File: src/rtl/wb_rr_arbiter_pkg.sv
// Shared definitions for the round-robin Wishbone arbiter slice.
// Contents: Wishbone bus field widths and the arbiter FSM state encoding.
package wb_rr_arbiter_pkg;

  localparam int WB_ADR_W = 32;
  localparam int WB_DAT_W = 32;
  localparam int WB_SEL_W = 4;

  typedef enum logic {
    ST_IDLE = 1'b0,
    ST_BUSY = 1'b1
  } state_t;

endpackage

File: src/rtl/wb_rr_arbiter_rr_pick.sv
// Rotating-priority requester picker (purely combinational).
// Ports:
//   req   in   NUM_M  request vector, one bit per master
//   last  in   IDX_W  index of the master granted most recently
//   valid out  1      at least one request is present
//   idx   out  IDX_W  first requester found scanning last+1, last+2, ... mod NUM_M
module rr_pick #(
  parameter int NUM_M = 3,
  parameter int IDX_W = 3
) (
  input  logic [NUM_M-1:0] req,
  input  logic [IDX_W-1:0] last,
  output logic             valid,
  output logic [IDX_W-1:0] idx
);

  // Scan from the farthest candidate back to the nearest one so that the
  // nearest requester after 'last' is the final assignment and wins.
  always_comb begin
    int k;
    k     = 0;
    valid = 1'b0;
    idx   = '0;
    for (int i = NUM_M; i >= 1; i--) begin
      k = (int'(last) + i) % NUM_M;
      if (req[k]) begin
        valid = 1'b1;
        idx   = IDX_W'(k);
      end
    end
  end

endmodule

File: src/rtl/wb_rr_arbiter.sv
// Round-robin Wishbone arbiter: shares one slave port among NUM_M masters.
// A grant is held for a whole cyc envelope so bursts stay atomic, and a bus
// watchdog returns err to the granted master when the slave never acks.
//
// Handshake: a beat is offered while s_stb_o=1 (which implies s_cyc_o=1) and
// completes on the cycle s_ack_i=1; the ack is forwarded only to the granted
// master and only while its cyc is still high, so a late ack after the master
// abandoned the envelope is dropped.
//
// Ports:
//   clk, rst                 clock, asynchronous active-low reset
//   m_adr_i/m_dat_i/m_sel_i  packed master fields, master k at slice k
//   m_we_i/m_cyc_i/m_stb_i   master controls, one bit per master
//   m_dat_o                  slave read data broadcast to all masters
//   m_ack_o/m_err_o          ack / watchdog err, granted master only
//   s_*                      slave side of the granted master
//   grant_o                  one-hot current grant
//   dbg_state_o              FSM state (0 = IDLE, 1 = BUSY)
module wb_rr_arbiter
  import wb_rr_arbiter_pkg::*;
#(
  parameter int NUM_M   = 3,
  parameter int IDX_W   = 3,
  parameter int TIMEOUT = 255,
  parameter int TO_W    = 8
) (
  input  logic                      clk,
  input  logic                      rst,
  input  logic [WB_ADR_W*NUM_M-1:0] m_adr_i,
  input  logic [WB_DAT_W*NUM_M-1:0] m_dat_i,
  input  logic [WB_SEL_W*NUM_M-1:0] m_sel_i,
  input  logic [NUM_M-1:0]          m_we_i,
  input  logic [NUM_M-1:0]          m_cyc_i,
  input  logic [NUM_M-1:0]          m_stb_i,
  output logic [WB_DAT_W-1:0]       m_dat_o,
  output logic [NUM_M-1:0]          m_ack_o,
  output logic [NUM_M-1:0]          m_err_o,
  output logic [WB_ADR_W-1:0]       s_adr_o,
  output logic [WB_DAT_W-1:0]       s_dat_o,
  output logic [WB_SEL_W-1:0]       s_sel_o,
  output logic                      s_we_o,
  output logic                      s_cyc_o,
  output logic                      s_stb_o,
  input  logic [WB_DAT_W-1:0]       s_dat_i,
  input  logic                      s_ack_i,
  output logic [NUM_M-1:0]          grant_o,
  output logic                      dbg_state_o
);

  state_t           state, state_nxt;
  logic [IDX_W-1:0] g, g_nxt;
  logic [IDX_W-1:0] last, last_nxt;
  logic [TO_W-1:0]  wdog, wdog_nxt;
  logic             pick_valid;
  logic [IDX_W-1:0] pick_idx;
  logic             busy;
  logic             ack_g;
  logic             to_hit;
  logic [NUM_M-1:0] g_oh;

  rr_pick #(
    .NUM_M (NUM_M),
    .IDX_W (IDX_W)
  ) u_pick (
    .req   (m_cyc_i),
    .last  (last),
    .valid (pick_valid),
    .idx   (pick_idx)
  );

  assign busy        = (state == ST_BUSY);
  assign g_oh        = busy ? (NUM_M'(1) << g) : '0;
  assign grant_o     = g_oh;
  assign dbg_state_o = state;

  // Slave-side mux; everything is forced to 0 outside an envelope.
  assign s_cyc_o = busy & m_cyc_i[g];
  assign s_stb_o = s_cyc_o & m_stb_i[g];
  assign s_we_o  = busy & m_we_i[g];
  assign s_adr_o = busy ? m_adr_i[int'(g)*WB_ADR_W +: WB_ADR_W] : '0;
  assign s_dat_o = busy ? m_dat_i[int'(g)*WB_DAT_W +: WB_DAT_W] : '0;
  assign s_sel_o = busy ? m_sel_i[int'(g)*WB_SEL_W +: WB_SEL_W] : '0;
  assign m_dat_o = s_dat_i;

  assign ack_g   = s_ack_i & s_cyc_o;
  assign m_ack_o = ack_g ? g_oh : '0;

  // Timeout fires on the TIMEOUT-th consecutive unacked strobe cycle; an ack
  // in that same cycle takes precedence.
  if (TIMEOUT > 0) begin : g_wdog
    assign to_hit = s_stb_o & ~s_ack_i & (wdog == TO_W'(TIMEOUT - 1));
  end else begin : g_no_wdog
    assign to_hit = 1'b0;
  end
  assign m_err_o = to_hit ? g_oh : '0;

  always_comb begin
    state_nxt = state;
    g_nxt     = g;
    last_nxt  = last;
    case (state)
      ST_IDLE: begin
        if (pick_valid) begin
          state_nxt = ST_BUSY;
          g_nxt     = pick_idx;
        end
      end
      ST_BUSY: begin
        // Release always returns to IDLE for one cycle: no back-to-back grant.
        if (!m_cyc_i[g]) begin
          state_nxt = ST_IDLE;
          last_nxt  = g;
          g_nxt     = '0;
        end
      end
      default: begin
        state_nxt = ST_IDLE;
      end
    endcase
  end

  always_comb begin
    wdog_nxt = wdog;
    if ((TIMEOUT == 0) || !busy || !m_cyc_i[g] || ack_g || to_hit) begin
      wdog_nxt = '0;
    end else if (s_stb_o) begin
      wdog_nxt = wdog + TO_W'(1);
    end
  end

  always_ff @(posedge clk or negedge rst) begin
    if (!rst) begin
      state <= ST_IDLE;
      g     <= '0;
      last  <= IDX_W'(NUM_M - 1);
      wdog  <= '0;
    end else begin
      state <= state_nxt;
      g     <= g_nxt;
      last  <= last_nxt;
      wdog  <= wdog_nxt;
    end
  end

endmodule

File: config.mk
export PLATFORM = sky130hd
export DESIGN_NAME = wb_rr_arbiter
export DESIGN_NICKNAME = d
export VERILOG_FILES = /design/src/rtl/wb_rr_arbiter_pkg.sv /design/src/rtl/wb_rr_arbiter_rr_pick.sv /design/src/rtl/wb_rr_arbiter.sv
export SDC_FILE = /design/constraint.sdc
export NUM_CORES = 1
export LEC_CHECK = 0
export CAP_MARGIN = 5
export CORE_AREA = 2 2 141 143
export CTS_CLUSTER_DIAMETER = 200
export CTS_CLUSTER_SIZE = 28
export DETAILED_ROUTE_END_ITERATION = 10
export DIE_AREA = 0 0 143 145
export DONT_BUFFER_PORTS = 1
export HOLD_SLACK_MARGIN = 0.08
export PLACE_DENSITY = 0.44
export SLEW_MARGIN = 20
export SYNTH_ARGS = -nofsm -noshare
export SYNTH_HDL_FRONTEND = slang
export SYNTH_SLANG_ARGS = --single-unit
File: constraint.sdc
create_clock -name clk -period 8.6 [get_ports clk]
set_input_delay 1.29 -clock clk [delete_from_list [all_inputs] [get_ports clk]]
set_output_delay 1.29 -clock clk [all_outputs]
set_load 0.01 [all_outputs]
==> summary.md <==
| Metric | Value |
|---|---|
| Sw Pwr | `1.06 mW` |
| Area leader, netlist | `mux2i_1` |
| # DRC | `0` |
| Cell area after synthesis | `0.00372 mm^2` |
| Vias in the first global route | `3567` |
| Largest net degree at the start of global routing | `60` |
| Ports | `361` |
| Pleak | `1.55 nW` |
| Worst Path Buf+Inv | `3` |
| First-pass GRT wire length | `23.4 mm` |
| Core Area | `0.0192 mm^2` |
| Routed WL per cell | `22.2 um` |
| Critical path fanouts, max | `17` |
| First-pass DRT Iterations | `5` |
| Min Tclk post-route | `4.34 ns` |
| Die Ht | `145 um` |
| Clock Latency Late Sink | `0.24 ns` |
| Worst Skew | `0.000909 ns` |
| Top area cells in the synthesized netlist | `mux2i_1 (20%), nor2_1 (16%), a21oi_1 (10%)` |
| Max incr delay on CP | `0.69 ns` |
| CP startpoint kind | `flip-flop` |
| Pre-CTS setup slack | `4.27 ns` |
| Post-Syn Instances | `562` |
| Syn avg cell area | `6.63 um^2` |
| CTS sink cnt | `15` |
| Total power draw | `1.76 mW` |
| Post-synthesis cell type count | `58` |
| Num CTS Buffers | `3` |
| Reg clk slew, reported paths | `0.05 ns` |
| Share of cells above drive strength 1 | `5.40%` |
| Setup Fix Bufs, Post-CTS | `0` |
| HP Class | `reg -> reg` |
| Max Buffers Root-to-Sink | `2` |
| Clk pwr share | `5.2%` |
| Worst r2r path cells | `18` |
| Comb pwr share | `85.5%` |
| Internal power | `693 uW` |
| Async set-reset flop share out of synthesis | `100%` |
| Sw frac | `60.6%` |
| Drt first-iter violations | `120` |
| Setup TNS | `0 ns` |
| VDD IR max | `0.121 mV` |
| Site Rows | `51` |
| R2r setup slk | `4.26 ns` |
| Post-CTS Hold Buffers | `0` |
| Final wirelength | `17.0 mm` |
| Grt total ovfl | `0` |
| Post-cts sizing count | `0` |
| RSZ-0062 raised after global routing | `no` |
| Diodes inserted | `0` |
| Total die area | `0.0207 mm^2` |
| Final ANT Viol Nets | `0` |
| Layout fillers | `2198` |
| Mapped Nets | `830` |
| Max_cap viols | `0` |
| Crit-path slowest cell | `dfrtp_1` |
| Top delay family on crit path | `compound AO/OA/AOI/OAI gates` |
| Post-DP HPWL | `14.5 mm` |
| Placer Congestion | `0.754` |
| Fin cells | `765` |
| Top FF cell, synth | `dfrtp_1` |
| Final WS setup | `4.26 ns` |
| Cells along the critical path | `inv_1 > ha_1 > xor2_2 > nor2_1 > ha_1 > inv_1 > o21ai_0 > o21ai_2 > xnor2_2 > inv_1 > ha_1 > a21o_1 > a21oi_1 > and2_1 > o22ai_1 > o2bb2ai_2 > a221o_1 > a32o_1` |
| Sequential share of power | `9.3%` |
| Outcome | `finished, final reports clean` |
| Yosys warning total | `0` |
| Power per cell area | `463 mW/mm^2` |
| Pins over their slew limit | `0` |
| Seq/Total Area, Yosys | `10.1%` |
| #FFs+latches synth | `15` |
| CTS H-tree depth | `1` |
| Post-synth EDFFs | `0` |
| Worst endpoint required time | `8.73 ns` |
| Starting Density | `19.4%` |
| Final nets | `769` |
| Worst-margin pin slew | `0.934 ns` |
| Crit Path Class | `reg -> reg` |
| Root buffer cell | `clkbuf_16` |
| Top cell type's share of synthesized area | `20.4%` |
| Max Clk Rate | `231 MHz` |
| Min-Delay Path Depth | `2` |
| Via/cell ratio | `4.81` |
| Dpl cells | `761` |
| Final Hold Viols | `0` |
| Layout area overhead | `1.88%` |
| Worst slew margin | `37.7%` |
| Chip width | `143 um` |
| Endpoints failing setup | `0` |
| WP depth | `18` |
| Critical Path AT | `4.47 ns` |
| Initial antenna violation count | `0` |
| Vias | `3676` |
| Port Buf Inserts | `0` |
| CTS tree | `yes` |
| Period utilization | `50.4%` |
| Overall routing resource usage | `15.2%` |
| Worst setup EP type | `flip-flop` |
==> placed cells by master (no fill, tap or decap), types with 2 or more instances in the layout <==
master / instances
a21oi_1: 76
o21ai_0: 6
xor2_1: 6
o41ai_1: 2
o311ai_0: 2
nand4_1: 2
nor3_1: 6
ha_1: 20
and3_1: 2
dfrtp_1: 12
clkbuf_16: 3
mux2i_1: 76
buf_4: 4
inv_1: 14
a21o_1: 2
o2111ai_1: 2
nor2b_1: 4
inv_2: 3
mux2_2: 3
nor2_1: 163
nand2_1: 22
o21bai_1: 2
o31ai_1: 3
and2_1: 2
a211o_1: 2
nand2b_1: 7
o21a_1: 2
xnor2_1: 7
a311oi_2: 2
a32o_1: 2
o32ai_1: 2
nand3_1: 10
==> flip-flops by register name (all words and copies together), names as in the netlist <==
signal / cells
dbg_state_o: 1
g: 3
last: 3
wdog: 8
==> cell type report <==
| type | count | area [um^2] | share of cell area, % |
|---|---|---|---|
| multi-input combinational | 459 | 2910 | 76.6 |
| sequential | 15 | 382 | 10.1 |
| tap | 265 | 332 | 8.74 |
| clock buffer | 4 | 78.8 | 2.08 |
| inverter | 18 | 67.6 | 1.78 |
| timing repair buffer | 4 | 30.0 | 0.791 |
==> per-stage QoR <==
stage               hold slack, ns  utilization, %  cell area, um^2
detailed placement           0.538            19.3             3720
global placement             0.537            19.3             3720
floorplan                    0.495               -             3720
CTS                          0.553            19.8             3790
global route                 0.561            19.8             3790
finish                       0.545            19.8             3790
==> cell usage after synthesis, types with 3 or more instances <==
master,instances
a21oi_1,76
buf_1,7
buf_4,32
clkbuf_1,29
dfrtp_1,14
ha_1,20
inv_1,14
inv_2,3
mux2_2,3
mux2i_1,76
nand2_1,22
nand2b_1,8
nand3_1,10
nor2_1,163
nor2b_1,5
nor3_1,6
o21ai_0,6
o31ai_1,3
xnor2_1,7
xor2_1,6
==> tightest hold or removal path, delay by kind of cell (launching register included) <==
family	cells	cell delay, ns
simple gates	1	0.08
xor+xnor	1	0.07
flops	1	0.35
==> kinds of logic (layout without fill, tap and decap cells) <==
family                   Yosys count  count (layout)  share of synthesized area (%)
multiplexers                      79              79                           21.3
buffers and inverters             88              26                           12.2
adder cells (fa/ha/maj)           20              20                           6.72
flip-flops                        15              15                           10.1
AO/OA/AOI/OAI                    122             122                           21.1
AND/OR/NAND/NOR                  223             223                           24.6
XOR/XNOR                          15              15                           3.93
==> worst paths after layout <==
check,startpoint,end
worst max-delay path,last[0],g[2]
worst min-delay path,wdog[6],wdog[6]
worst max register to register,last[0],g[2]
worst min register to register,wdog[6],wdog[6]
max in group asynchronous,rst,last[1]
min in group asynchronous,rst,wdog[1]
==> metal layers <==
layer	up-vias	wire [um]	track usage, %
met5	-	0	0
met4	0	116	1.44
li1	1774	-	-
met3	14	2100	7.56
met2	198	6630	20.6
met1	1690	8160	22.2
==> power groups by stage <==
stage                     registers, mW  clock network, mW  logic (mW)
after detailed placement          0.170                  0        1.50
final                             0.164             0.0910        1.50
after global placement            0.170                  0        1.51
after floorplan                   0.112                  0        1.23
after global routing              0.175             0.0956        1.67
after CTS                         0.168             0.0942        1.51
Note: power is estimated with default switching activity, not from simulation.
